File: src/rtl/dmem_access_unit_if.sv
// Data-bus bundle between the memory-stage engine (master) and the data memory (slave).
// Request side is registered by the master; grant/read-return come from the slave.
interface dmem_access_unit_if #(parameter int ADDR_W = 32);
  logic              dbus_req;
  logic              dbus_we;
  logic [ADDR_W-1:0] dbus_addr;
  logic [3:0]        dbus_be;
  logic [31:0]       dbus_wdata;
  logic              dbus_gnt;
  logic              dbus_rvalid;
  logic [31:0]       dbus_rdata;

  modport master (
    output dbus_req, dbus_we, dbus_addr, dbus_be, dbus_wdata,
    input  dbus_gnt, dbus_rvalid, dbus_rdata
  );

  modport slave (
    input  dbus_req, dbus_we, dbus_addr, dbus_be, dbus_wdata,
    output dbus_gnt, dbus_rvalid, dbus_rdata
  );
endinterface

File: src/rtl/dmem_access_unit.sv
// MEM-stage load/store engine: one bus access per op, stalling the pipeline until it
// completes, then returning aligned and extended load data.
module dmem_access_unit #(
  parameter int ADDR_W = 32
) (
  input  logic                clk,
  input  logic                rst,
  input  logic                EX_MEM_mem_read,
  input  logic                EX_MEM_mem_write,
  input  logic [2:0]          EX_MEM_funct3,
  input  logic [ADDR_W-1:0]   EX_MEM_alu_result,
  input  logic [31:0]         EX_MEM_rs2_data,
  output logic                mem_stall,
  output logic [31:0]         load_data,
  output logic                load_valid,
  output logic                access_err,
  dmem_access_unit_if.master  dbus
);

  typedef enum logic [1:0] {S_IDLE, S_REQ, S_WAIT_R, S_DONE} state_t;

  state_t            r_state;
  logic              r_req, r_we, r_load_valid;
  logic [ADDR_W-1:0] r_addr;
  logic [3:0]        r_be;
  logic [31:0]       r_wdata, r_load_data;
  logic [2:0]        r_funct3;
  logic [1:0]        r_off;

  logic        w_valid, w_store, w_legal, w_aligned, w_idle, w_go;
  logic [3:0]  w_be;
  logic [31:0] w_wdata, w_ext;
  logic [7:0]  w_byte;
  logic [15:0] w_half;

  assign w_valid = EX_MEM_mem_read | EX_MEM_mem_write;
  assign w_store = EX_MEM_mem_write;

  always_comb begin
    w_legal = 1'b0;
    case (EX_MEM_funct3)
      3'b000, 3'b001, 3'b010: w_legal = 1'b1;
      3'b100, 3'b101:         w_legal = ~w_store;
      default:                w_legal = 1'b0;
    endcase
    w_aligned = 1'b1;
    case (EX_MEM_funct3[1:0])
      2'b01:   w_aligned = ~EX_MEM_alu_result[0];
      2'b10:   w_aligned = (EX_MEM_alu_result[1:0] == 2'b00);
      default: w_aligned = 1'b1;
    endcase
  end

  // Gate with rst so the combinational outputs also read 0 while reset is held.
  assign w_idle     = (r_state == S_IDLE) & ~rst;
  assign w_go       = w_idle & w_valid & w_legal & w_aligned;
  assign access_err = w_idle & w_valid & ~(w_legal & w_aligned);
  assign mem_stall  = w_go | (r_state == S_REQ) | (r_state == S_WAIT_R);

  always_comb begin
    w_be    = 4'b1111;
    w_wdata = EX_MEM_rs2_data;
    if (w_store) begin
      case (EX_MEM_funct3[1:0])
        2'b00: begin
          w_be    = 4'b0001 << EX_MEM_alu_result[1:0];
          w_wdata = {4{EX_MEM_rs2_data[7:0]}};
        end
        2'b01: begin
          w_be    = 4'b0011 << {EX_MEM_alu_result[1], 1'b0};
          w_wdata = {2{EX_MEM_rs2_data[15:0]}};
        end
        default: ;
      endcase
    end
  end

  assign w_byte = dbus.dbus_rdata[{r_off, 3'b000} +: 8];
  assign w_half = dbus.dbus_rdata[{r_off[1], 4'b0000} +: 16];

  always_comb begin
    case (r_funct3[1:0])
      2'b00:   w_ext = r_funct3[2] ? {24'b0, w_byte} : {{24{w_byte[7]}}, w_byte};
      2'b01:   w_ext = r_funct3[2] ? {16'b0, w_half} : {{16{w_half[15]}}, w_half};
      default: w_ext = dbus.dbus_rdata;
    endcase
  end

  always_ff @(posedge clk) begin
    if (rst) begin
      r_state      <= S_IDLE;
      r_req        <= 1'b0;
      r_we         <= 1'b0;
      r_addr       <= '0;
      r_be         <= '0;
      r_wdata      <= '0;
      r_funct3     <= '0;
      r_off        <= '0;
      r_load_data  <= '0;
      r_load_valid <= 1'b0;
    end else begin
      r_load_valid <= 1'b0;
      case (r_state)
        S_IDLE: if (w_go) begin
          r_state  <= S_REQ;
          r_req    <= 1'b1;
          r_we     <= w_store;
          r_addr   <= {EX_MEM_alu_result[ADDR_W-1:2], 2'b00};
          r_be     <= w_be;
          r_wdata  <= w_store ? w_wdata : 32'h0;
          r_funct3 <= EX_MEM_funct3;
          r_off    <= EX_MEM_alu_result[1:0];
        end
        S_REQ: if (dbus.dbus_gnt) begin
          r_state <= r_we ? S_DONE : S_WAIT_R;
          r_req   <= 1'b0;
          r_we    <= 1'b0;
          r_addr  <= '0;
          r_be    <= '0;
          r_wdata <= '0;
        end
        S_WAIT_R: if (dbus.dbus_rvalid) begin
          r_load_data  <= w_ext;
          r_load_valid <= 1'b1;
          r_state      <= S_DONE;
        end
        // The EX/MEM register still holds this op during DONE, so it is not resampled.
        S_DONE:  r_state <= S_IDLE;
        default: r_state <= S_IDLE;
      endcase
    end
  end

  assign dbus.dbus_req   = r_req;
  assign dbus.dbus_we    = r_we;
  assign dbus.dbus_addr  = r_addr;
  assign dbus.dbus_be    = r_be;
  assign dbus.dbus_wdata = r_wdata;
  assign load_data       = r_load_data;
  assign load_valid      = r_load_valid;

endmodule

File: src/flat_wrapper.sv
// flat-port wrapper written by rule: the top's interface ports become plain ports
module dmem_access_unit_flat 
#(
  parameter int ADDR_W = 32
)
  (clk, rst, EX_MEM_mem_read, EX_MEM_mem_write, EX_MEM_funct3, EX_MEM_alu_result, EX_MEM_rs2_data, mem_stall, load_data, load_valid, access_err, dbus_dbus_req, dbus_dbus_we, dbus_dbus_addr, dbus_dbus_be, dbus_dbus_wdata, dbus_dbus_gnt, dbus_dbus_rvalid, dbus_dbus_rdata);
  dmem_access_unit_if #(.ADDR_W(ADDR_W)) dbus_i ();
  input  logic clk;
  input  logic rst;
  input  logic EX_MEM_mem_read;
  input  logic EX_MEM_mem_write;
  input  logic [2:0] EX_MEM_funct3;
  input  logic [ADDR_W-1:0] EX_MEM_alu_result;
  input  logic [31:0] EX_MEM_rs2_data;
  output logic mem_stall;
  output logic [31:0] load_data;
  output logic load_valid;
  output logic access_err;
  output wire logic [$bits(dbus_i.dbus_req)-1:0] dbus_dbus_req;
  output wire logic [$bits(dbus_i.dbus_we)-1:0] dbus_dbus_we;
  output wire logic [$bits(dbus_i.dbus_addr)-1:0] dbus_dbus_addr;
  output wire logic [$bits(dbus_i.dbus_be)-1:0] dbus_dbus_be;
  output wire logic [$bits(dbus_i.dbus_wdata)-1:0] dbus_dbus_wdata;
  input wire logic [$bits(dbus_i.dbus_gnt)-1:0] dbus_dbus_gnt;
  input wire logic [$bits(dbus_i.dbus_rvalid)-1:0] dbus_dbus_rvalid;
  input wire logic [$bits(dbus_i.dbus_rdata)-1:0] dbus_dbus_rdata;
  assign dbus_dbus_req = dbus_i.dbus_req;
  assign dbus_dbus_we = dbus_i.dbus_we;
  assign dbus_dbus_addr = dbus_i.dbus_addr;
  assign dbus_dbus_be = dbus_i.dbus_be;
  assign dbus_dbus_wdata = dbus_i.dbus_wdata;
  assign dbus_i.dbus_gnt = dbus_dbus_gnt;
  assign dbus_i.dbus_rvalid = dbus_dbus_rvalid;
  assign dbus_i.dbus_rdata = dbus_dbus_rdata;
  dmem_access_unit #(.ADDR_W(ADDR_W)) u_core (.clk(clk), .rst(rst), .EX_MEM_mem_read(EX_MEM_mem_read), .EX_MEM_mem_write(EX_MEM_mem_write), .EX_MEM_funct3(EX_MEM_funct3), .EX_MEM_alu_result(EX_MEM_alu_result), .EX_MEM_rs2_data(EX_MEM_rs2_data), .mem_stall(mem_stall), .load_data(load_data), .load_valid(load_valid), .access_err(access_err), .dbus(dbus_i));
endmodule
File: config.mk
export PLATFORM = sky130hd
export DESIGN_NAME = dmem_access_unit_flat
export DESIGN_NICKNAME = d
export VERILOG_FILES = /design/src/rtl/dmem_access_unit_if.sv /design/src/rtl/dmem_access_unit.sv /design/src/flat_wrapper.sv
export SDC_FILE = /design/constraint.sdc
export NUM_CORES = 1
export LEC_CHECK = 0
export CAP_MARGIN = 30
export CORE_UTILIZATION = 40
export CTS_CLUSTER_SIZE = 25
export DETAILED_ROUTE_END_ITERATION = 7
export PLACE_DENSITY = 0.88
export SLEW_MARGIN = 25
export SYNTH_ARGS = -nofsm -noshare
export SYNTH_HDL_FRONTEND = slang
export SYNTH_SLANG_ARGS = --single-unit
File: constraint.sdc
create_clock -name clk -period 3.4 [get_ports clk]
set_input_delay 0.68 -clock clk [delete_from_list [all_inputs] [get_ports clk]]
set_output_delay 0.68 -clock clk [all_outputs]
set_load 0.01 [all_outputs]
==> run metrics, run 1 <==
Clock Path Buffers 2; number of synthesized register bits 108; largest driver fanout on the critical path 4; detailed-route DRC error count 0; placed wire-length estimate after detailed placement ~11 mm; Placer Congestion 0.928; worst IR drop on VDD ~0.00045 V; initial antenna violation count 0; setup skew after layout around 0.0043 ns; via count roughly 4700; period utilization 93.8%; worst rel slew slack 39.0%; CTS tree done; final hold violation count 0; max capacitance violation total 0; cell accounting for the most synthesized area dfxtp_1; Nets ~800; total global routing overflow 0; Fillers approximately 940; clock network fraction of design power about a third; startpoint class of the critical path input pin; share of layout cells above drive strength 1 under 10%; share of the yosys chip area belonging to registers ~46%; Synth Warn # 0; diode insertion count for antenna repair 0; actual slew at the worst max-slew pin between 0.9 and 1 ns; leakage power approximately 2.7 nW; mean post-synth cell area about 9.6 sq um; proportion of netlist area held by the largest area contributor a little under half; Worst Path Required around 2.7 ns; pwr/cell area slightly below 500 nW/um^2; maximum number of pins on one net before global-route repair 67; Internal Pwr Total 2.52 mW; type of element capturing the critical path primary output; count of distinct cell types in the synthesized netlist 46; R2R Setup Slk roughly 0.97 ns; arrival time reported for the critical path endpoint roughly 2.5 ns; TritonCTS Sinks between 100 and 150; count of flip-flops with a built-in enable after synthesis 0; first-pass GRT wire length ~23 mm; number of levels in the clock H-tree 3; post-layout instance count excluding filler cells approximately 840; chip height 110 um; cell count after placement between 800 and 900; Async S/R FF share, synth 0%; Detailed Route WL about 15 mm; horizontal extent of the die about 110 um; dominant synthesized flop cell dfxtp_1; total area of multi-input combinational cells between 2000 and 2500 sq um; setup-violating endpoint count in the final report 0; number of nets still failing antenna checks after routing 0; clock root buffer clkbuf_16; CTS clock-pin slew for the worst setup and hold paths 0.07 ns; Top Ports 210; Achievable Freq roughly 0.31 GHz; total number of placement rows 39; number of iterations in the first detailed-routing pass 7; Die ar. roughly 12000 sq um; number of global-route vias before repair approximately 4500; unrepaired setup endpoints after global routing false; aggregate negative setup slack 0 ns; power share of the combinational group a little over a quarter; netlist area before placement between 4000 and 5000 sq um; # port buffers between 200 and 250; Placeable Area about 11000 sq um; routed wirelength normalized by instance count 17.6 um; worst hold-check path type reg2reg; startpoint-to-endpoint class of the critical path in2out; final count of pins violating max slew 0; sw frac between 20 and 30%; number of violations reported at the end of detailed-routing iteration 0 roughly 430; clock latency at the later pin of the worst-skew pair roughly 0.35 ns; Synth area leaders dfxtp_1, a22o_1, nor2_1; gate count of the mapped netlist 493; run status completed; share of total power in sequential cells between 40 and 50%; GRT Overall Usage 23.9%; switching component of the power roughly 1 mW; register area about 2200 sq um; synth-to-layout area growth 54.8%; number of buffers inserted during clock tree synthesis 9; Period minus WS final about 3.2 ns; drt via density about 5.6; starting utilization of the core area between 40% and 50%
-- path summary, 6_finish.rpt --
kind,cells past startpoint,start,to
worst max register to register,6,u_core.r_state[1],u_core.dbus.dbus_wdata[8]
worst max-delay path,7,EX_MEM_funct3[1],access_err
worst min-delay path,1,u_core.dbus.dbus_wdata[27],u_core.dbus.dbus_wdata[27]
worst min register to register,1,u_core.dbus.dbus_wdata[27],u_core.dbus.dbus_wdata[27]
-- per-stage QoR --
| step | hold slack [ns] | area, sq um | power, mW | worst slack, ns | utilization (%) |
|---|---|---|---|---|---|
| floorplan | 0.482 | 4710 | 1.94 | 0.376 | - |
| global placement | 0.448 | 6950 | 2.38 | -0.0894 | 60.6 |
| detailed placement | 0.453 | 6970 | 2.42 | -0.0760 | 60.7 |
| CTS | 0.471 | 7290 | 3.54 | 0.00330 | 63.5 |
| global route | 0.480 | 7290 | 3.68 | 0.110 | 63.6 |
| finish | 0.468 | 7290 | 3.52 | 0.210 | 63.6 |
-- worst max-delay path, stage by stage --
cell and delay [ns]:
clkdlybuf4s50_1 0.50, inv_1 0.09, ha_1 0.23, or2_1 0.27, a2bb2oi_2 0.15, a211oi_1 0.29
dlygate4sd2_1 0.31
-- layout make-up --
type,count,share of cell area [%]
Inverter,7,0.360
Sequential cell,108,29.7
Clock buffer,11,3.33
Tap cell,143,2.45
Clock inverter,4,1.01
Multi-Input combinational cell,335,32.1
Timing Repair Buffer,230,31.1
-- what timing repair did --
item,CTS,global route
gates resized for setup,2,1
endpoints found under the hold margin,0,0
cloned,0,0
setup buffers,0,0
pin swaps,1,1
hold buffers,0,0
setup endpoints to repair,2,1
-- cell usage in the layout (no fill, tap or decap), drive strengths merged, types with 2 or more instances in the layout --
| master | n |
|---|---|
| nand3b | 8 |
| nand3 | 2 |
| bufinv | 2 |
| o211a | 7 |
| o211ai | 4 |
| nor3 | 5 |
| o21ai | 26 |
| a21oi | 17 |
| a31oi | 3 |
| nor2b | 9 |
| a211oi | 20 |
| conb | 2 |
| clkdlybuf4s50 | 205 |
| a22o | 42 |
| mux2i | 10 |
| or2 | 2 |
| ha | 7 |
| buf | 23 |
| a32o | 16 |
| clkbuf | 11 |
| nand2 | 22 |
| a2111oi | 3 |
| a311oi | 10 |
| inv | 7 |
| nor3b | 8 |
| mux2 | 9 |
| or3 | 16 |
| nand2b | 7 |
| a22oi | 8 |
| nor2 | 50 |
| clkinv | 2 |
| dfxtp | 108 |
| o2bb2ai | 9 |
| o21bai | 3 |
-- registers in the layout, summed over array words and instances, names as in the netlist --
name	cells
u_core.load_data	32
u_core.dbus.dbus_we	1
u_core.r_off	2
u_core.dbus.dbus_be	4
u_core.r_funct3	3
u_core.load_valid	1
u_core.dbus.dbus_req	1
u_core.dbus.dbus_wdata	32
u_core.r_state	2
u_core.dbus.dbus_addr	30
-- cells in the mapped netlist (2+ instances only) --
master,number
ha_1,7
mux2i_1,10
a22oi_1,8
nand3_1,2
o211ai_1,4
inv_1,7
o21ai_1,2
nor3_1,4
nor3b_1,8
or3_1,16
o21bai_1,3
nor2b_1,9
a22o_1,42
a21oi_1,17
nand2b_1,7
nor2_1,50
o2bb2ai_1,9
nand2_1,22
o211a_1,7
a311oi_1,10
dfxtp_1,108
a31oi_1,3
a32o_1,16
buf_2,8
clkbuf_1,31
buf_6,3
nand3b_1,8
o21ai_0,24
a2111oi_0,3
mux2_2,9
buf_4,2
a211oi_1,20
-- cell families after synthesis --
kind of cell	after synthesis	share of synthesized area [%]
AO/OA/AOI/OAI	174	28.6
adder cells (fa/ha/maj)	7	1.86
buffers and inverters	51	4.92
AND/OR/NAND/NOR	133	14.4
other	1	0.0796
multiplexers	19	4.28
flip-flops	108	45.9
-- per-layer routing --
metal	vias to the layer above	share of wire [%]	routed length (um)	GRT usage, %
met5	-	0	0	0
met3	35	6.5	959	5.54
met1	2218	42	6150	29.0
met4	0	3.2	474	11.8
li1	2234	-	-	-
met2	219	49	7180	39.7
-- power by group through the flow --
stage	Combinational (mW)	Clock, mW	Sequential (mW)
3_5_place_dp	0.952	0	1.47
4_1_cts	0.959	1.14	1.44
5_1_grt	1.04	1.19	1.45
6_report	0.962	1.12	1.44
2_1_floorplan	0.453	0	1.49
3_3_place_gp	0.923	0	1.46
Note: power is estimated with default switching activity, not from simulation.
==> run 2: changes to the inputs <==
--- a/config.mk
+++ b/config.mk
@@ -6,10 +6,13 @@
 export NUM_CORES = 1
 export LEC_CHECK = 0
 export CAP_MARGIN = 30
-export CORE_UTILIZATION = 40
+export CELL_PAD_IN_SITES_DETAIL_PLACEMENT = 1
+export CELL_PAD_IN_SITES_GLOBAL_PLACEMENT = 2
+export CORE_UTILIZATION = 24
 export CTS_CLUSTER_SIZE = 25
 export DETAILED_ROUTE_END_ITERATION = 7
-export PLACE_DENSITY = 0.88
+export GPL_TIMING_DRIVEN = 1
+export PLACE_DENSITY = 0.91
 export SLEW_MARGIN = 25
 export SYNTH_ARGS = -nofsm -noshare
 export SYNTH_HDL_FRONTEND = slang
==> run 2 against run 1 <==
  * Worst hold slack improved by 0.0010 ns
  * Largest cell class unchanged
  * Global-route usage decreased by 6.9 points
  * Count of clock-buffer cells in the layout down 2
  * Register-to-register slack better by 0.04 ns
  * First-iteration DRC count decreased by 50%
  * Critical path type unchanged
  * Wire length is 18% higher
  * Utilization fell by 24 points
  * Clock power hardly changed
  * Power fell by 0.18%
  * Combinational power rose by 1%
  * Design area rose by 2.1%
==> run metrics, run 2 (same netlist as run 1, synthesis figures left out) <==
routed wirelength normalized by instance count 18.2 um (+3.3%); R2R Setup Slk 1.01 ns (+0.04 ns); diode insertion count for antenna repair 0 (unchanged); pwr/cell area 473 nW/um^2 (-2.2%); initial antenna violation count 0 (unchanged); run status completed; total area of multi-input combinational cells 2340 sq um (+0.21%); placed wire-length estimate after detailed placement 13.4 mm (+24%); TritonCTS Sinks 108 (unchanged); final hold violation count 0 (unchanged); arrival time reported for the critical path endpoint 2.58 ns (+0.07 ns); leakage power 2.72 nW (about the same); worst IR drop on VDD 0.000160 V (-64%); setup-violating endpoint count in the final report 0 (unchanged); top library cells by usage in the layout, fill and taps aside clkdlybuf4s50_1, dfxtp_1, nor2_1, a22o_1, o21ai_0; Nets 805 (+0.25%); power share of the combinational group 27.7% (+0.4 points); final count of pins violating max slew 0 (unchanged); register area 2160 sq um (unchanged); max capacitance violation total 0 (unchanged); Period minus WS final 3.26 ns (+0.0730 ns); largest driver fanout on the critical path 7 (+3); worst hold slack after final layout 0.469 ns (+0.00100 ns); total number of placement rows 50 (+28%); worst rel slew slack 40.5% (+1.6 points); number of levels in the clock H-tree 3 (unchanged); Placer Congestion 0.884 (-4.7%); share of layout cells above drive strength 1 8.17% (+0.68 points); unrepaired setup endpoints after global routing false; placed cell area 7130 sq um (+2.3%); Placeable Area 19000 sq um (+65%); post-layout instance count excluding filler cells 958 (+14%); aggregate negative setup slack 0 ns (unchanged); cell family with the largest share of critical-path delay buffers and inverters; synth-to-layout area growth 58.0%; Worst Path Required 2.72 ns (about the same); Internal Pwr Total 2.44 mW (-3.2%); startpoint class of the critical path input pin; cell count after placement 942 (+14%); total global routing overflow 0 (unchanged); series of cell instances along the critical path clkdlybuf4s50_1, inv_1, buf_4, ha_1, or2_1, a2bb2oi_2, buf_4, nand2_1, nand2_1, dlygate4sd2_1; horizontal extent of the die 142 um (+29%); share of total power in sequential cells 41.2% (+0.3 points); number of violations reported at the end of detailed-routing iteration 0 216 (-50%); crit path setup slack, layout 0.137 ns (-0.0730 ns); period utilization 96.0% (+2.1 points); first-pass GRT wire length 26.6 mm (+14%); via count 4607 (-2.1%); Detailed Route WL 17.4 mm (+18%); Achievable Freq 0.306 GHz (-2.2%); CTS tree done; Die ar. 20200 sq um (+65%); number of nets still failing antenna checks after routing 0 (unchanged); number of buffers inserted during clock tree synthesis 9 (unchanged); area of all placed cells without fillers 7440 sq um (+2.1%); worst hold-check path type reg2reg; starting utilization of the core area 24.8% (-16 points); clock network fraction of design power 31.2% (-0.6 points); switching component of the power 1.07 mW (+7.3%); Clock Path Buffers 2 (unchanged); actual slew at the worst max-slew pin 0.892 ns (-0.0233 ns); chip height 142 um (+29%); total of hold buffers inserted after clock tree synthesis 0 (unchanged); GRT Overall Usage 17.1% (-6.9 points); setup skew after layout 0.00913 ns (+0.00487 ns); number of global-route vias before repair 4788 (+5.4%); setup slack after placement -0.261 ns (-0.185 ns); longest individual stage delay on the worst path 0.47 ns (-0.03 ns); detailed-route DRC error count 0 (unchanged); number of post-CTS setup repair buffers 0 (unchanged); number of iterations in the first detailed-routing pass 4 (-3); sw frac 30.5% (+2.1 points); type of element capturing the critical path primary output; Top Ports 210 (unchanged); drt via density 4.81 (-14%); maximum number of pins on one net before global-route repair 67 (unchanged); CTS-repair resized insts 5 (+3); startpoint-to-endpoint class of the critical path in2out; most frequent standard cell in the layout excluding fill and tap cells clkdlybuf4s50_1; CTS clock-pin slew for the worst setup and hold paths 0.07 ns (about the same); Buffers & Inverters on Critical Path 5 (+2); cell at the slowest stage of the critical path clkdlybuf4s50_1; clock root buffer clkbuf_16; Fillers 2171 (+130%); # port buffers 207 (unchanged); clock latency at the later pin of the worst-skew pair 0.36 ns (about the same)
-- run 2: layer usage --
metal	vias up	routed length (um)	track usage [%]
met5	-	0	0
met4	0	731	9.68
met3	38	756	2.83
met2	126	8700	29.5
met1	2195	7250	19.9
li1	2248	-	-
-- run 2: path summary, 6_finish.rpt --
| path | startpoint | end | depth (start not counted) |
|---|---|---|---|
| worst max-delay path | EX_MEM_funct3[0] | mem_stall | 10 |
| worst min-delay path | u_core.dbus.dbus_wdata[26] | u_core.dbus.dbus_wdata[26] | 1 |
| worst max register to register | u_core.r_state[0] | u_core.dbus.dbus_addr[29] | 7 |
| worst min register to register | u_core.dbus.dbus_wdata[26] | u_core.dbus.dbus_wdata[26] | 1 |
-- run 2: power groups by stage --
stage / sequential (mW) / combinational [mW] / clock, mW
floorplan: 1.49 / 0.453 / 0
global route: 1.46 / 1.05 / 1.19
CTS: 1.45 / 0.981 / 1.13
detailed placement: 1.48 / 0.976 / 0
finish: 1.45 / 0.973 / 1.10
global placement: 1.47 / 0.947 / 0
-- run 2: through the flow --
stage | total power [mW] | utilization (%)
floorplan | 1.94 | -
global placement | 2.42 | 37.5
detailed placement | 2.45 | 37.6
CTS | 3.56 | 39.3
global route | 3.70 | 39.3
finish | 3.52 | 39.3
-- run 2: layout make-up --
| type | count | area share (%) |
|---|---|---|
| Multi-Input combinational cell | 335 | 31.5 |
| Timing Repair Buffer | 232 | 30.6 |
| Tap cell | 260 | 4.37 |
| Sequential cell | 108 | 29.1 |
| Clock buffer | 9 | 3.03 |
| Inverter | 7 | 0.353 |
| Clock inverter | 7 | 1.09 |
==> run 3: changes to the inputs <==
--- a/config.mk
+++ b/config.mk
@@ -8,10 +8,12 @@
 export CAP_MARGIN = 30
 export CELL_PAD_IN_SITES_DETAIL_PLACEMENT = 1
 export CELL_PAD_IN_SITES_GLOBAL_PLACEMENT = 2
+export CORE_MARGIN = 4
 export CORE_UTILIZATION = 24
 export CTS_CLUSTER_SIZE = 25
 export DETAILED_ROUTE_END_ITERATION = 7
 export GPL_TIMING_DRIVEN = 1
+export MAX_ROUTING_LAYER = met4
 export PLACE_DENSITY = 0.91
 export SLEW_MARGIN = 25
 export SYNTH_ARGS = -nofsm -noshare
==> run 3 against run 2 <==
  * Clock power down 8%
  * Count of clock-buffer cells in the layout up 1
  * Critical path depth down 3
  * Non-clock buffer count up 1
==> run metrics, run 3 (same netlist as run 1, synthesis figures left out) <==
total power consumption of the routed design 3.43 mW (-2.5%); Die ar. 21900 sq um (+8.6%); total global routing overflow 0 (unchanged); worst IR drop on VDD 0.000187 V (+17%); Period minus WS final 3.31 ns (+0.0514 ns); Worst Path Required 2.72 ns (about the same); Placeable Area 19000 sq um (+0.33%); setup-violating endpoint count in the final report 0 (unchanged); CTS tree done; register area 2160 sq um (unchanged); placed wire-length estimate after detailed placement 14.1 mm (+5.4%); starting utilization of the core area 24.8% (-0.082 points); largest driver fanout on the critical path 3 (-4); startpoint-to-endpoint class of the critical path in2out; number of iterations in the first detailed-routing pass 4 (unchanged); most numerous cell on the critical path nand2_1; via count 4693 (+1.9%); CTS clock-pin slew for the worst setup and hold paths 0.08 ns (about the same); Top Ports 210 (unchanged); GRT Overall Usage 16.2% (-0.82 points); setup skew after layout 0.0139 ns (+0.00475 ns); cell at the slowest stage of the critical path clkdlybuf4s50_1; endpoint of the worst setup timing path mem_stall; Detailed Route WL 18.1 mm (+3.7%); total of hold buffers inserted after clock tree synthesis 0 (unchanged); arrival time reported for the critical path endpoint 2.63 ns (+0.05 ns); max capacitance violation total 0 (unchanged); chip height 148 um (+4.2%); Nets 806 (+0.12%); startpoint class of the critical path input pin; detailed-route DRC error count 0 (unchanged); Clock Path Buffers 2 (unchanged); worst hold-check path type reg2reg; type of element capturing the critical path primary output; actual slew at the worst max-slew pin 0.918 ns (+0.0257 ns); most frequent standard cell in the layout excluding fill and tap cells clkdlybuf4s50_1; number of levels in the clock H-tree 3 (unchanged); cell depth of the worst flop-to-flop path 7 (unchanged); initial antenna violation count 1 (+1); Fillers 2213 (+1.9%); final hold violation count 0 (unchanged); # port buffers 207 (unchanged); drt via density 4.89 (+1.7%); leakage power 2.70 nW (-0.65%); period utilization 97.5% (+1.5 points); clock root buffer clkbuf_16; total number of placement rows 50 (unchanged); final count of pins violating max slew 0 (unchanged); number of nets still failing antenna checks after routing 0 (unchanged); worst flop-to-flop path startpoint u_core.r_state[0]; longest individual stage delay on the worst path 0.54 ns (+0.07 ns); clock latency at the later pin of the worst-skew pair 0.35 ns (about the same); pwr/cell area 462 nW/um^2 (-2.3%); TritonCTS Sinks 108 (unchanged); number of buffers inserted during clock tree synthesis 9 (unchanged); capturing point of the worst reg2reg path u_core.dbus.dbus_addr[7]; worst hold slack after final layout 0.471 ns (+0.00193 ns); run status completed; series of cell instances along the critical path clkdlybuf4s50_1, ha_2, or3b_4, a311oi_2, nand2_1, nand2_1, dlygate4sd2_1; synth-to-layout area growth 57.8%; total area of multi-input combinational cells 2350 sq um (+0.21%); routed wirelength normalized by instance count 18.8 um (+3.4%); Placer Congestion 0.825 (-6.6%); share of layout cells above drive strength 1 8.58% (+0.42 points); R2R Setup Slk 0.97 ns (-0.04 ns); core utilization of the finished layout 39.1% (-0.19 points); horizontal extent of the die 148 um (+4.2%); Achievable Freq 0.302 GHz (-1.6%); Critical Path Start EX_MEM_funct3[1]; top library cells by usage in the layout, fill and taps aside clkdlybuf4s50_1, dfxtp_1, nor2_1, a22o_1; number of violations reported at the end of detailed-routing iteration 0 264 (+22%); maximum number of pins on one net before global-route repair 48 (-28%); worst rel slew slack 38.8% (-1.7 points); first-pass GRT wire length 27.8 mm (+4.6%); number of global-route vias before repair 4938 (+3.1%)
run 3: where the power goes:
| group | internal (mW) | leakage (nW) | switching (mW) |
|---|---|---|---|
| Clock | 0.506 | 0.131 | 0.501 |
| Combinational | 0.496 | 1.70 | 0.491 |
| Sequential | 1.37 | 0.874 | 0.0691 |
| Total | 2.37 | 2.70 | 1.06 |
run 3: repair_timing:
action | 4_1_cts | 5_1_grt
buffers inserted | 0 | 1
setup endpoints to repair | 2 | 1
resized for setup | 5 | 2
pin swaps | 1 | 1
run 3: worst min path at each step:
stage	from	end	depth (start not counted)
6_report	u_core.dbus.dbus_wdata[22]	u_core.dbus.dbus_wdata[22]	1
5_1_grt	u_core.dbus.dbus_wdata[15]	u_core.dbus.dbus_wdata[15]	1
4_1_cts	u_core.dbus.dbus_wdata[23]	u_core.dbus.dbus_wdata[23]	1
3_5_place_dp	u_core.dbus.dbus_wdata[23]	u_core.dbus.dbus_wdata[23]	1
3_3_place_gp	u_core.dbus.dbus_wdata[20]	u_core.dbus.dbus_wdata[20]	1
2_1_floorplan	u_core.r_state[1]	u_core.r_state[1]	2
run 3: layout make-up:
class                           instances  share of cell area (%)
Tap cell                              260                    4.38
Inverter                                7                   0.354
Antenna cell                            1                  0.0337
Multi-Input combinational cell        335                    31.6
Clock inverter                          6                   0.657
Sequential cell                       108                    29.1
Timing Repair Buffer                  233                    30.8
Clock buffer                           10                    3.08
run 3: per-layer routing:
metal,GRT usage [%],vias up,routed length [um]
li1,-,2255,-
met1,19.3,2278,7590
met2,26.9,122,9120
met3,2.59,38,628
met4,7.90,0,745
met5,-,-,0
run 3: through the flow:
step	worst slack (ns)	cells	setup TNS [ns]	instance area, sq um
floorplan	0.376	494	0	4710
global placement	-0.248	941	-2.55	7110
detailed placement	-0.274	942	-0.491	7130
CTS	0.100	958	0	7420
global route	-0.0174	960	-0.0174	7430
finish	0.0854	960	0	7430
run 3: worst max-delay path, delay by kind of cell:
| kind | cells | cell delay, ns |
|---|---|---|
| AOI/OAI and AO/OA | 1 | 0.30 |
| adders and majority gates | 1 | 0.21 |
| buffers and inverters | 2 | 0.82 |
| and+or+nand+nor | 3 | 0.62 |
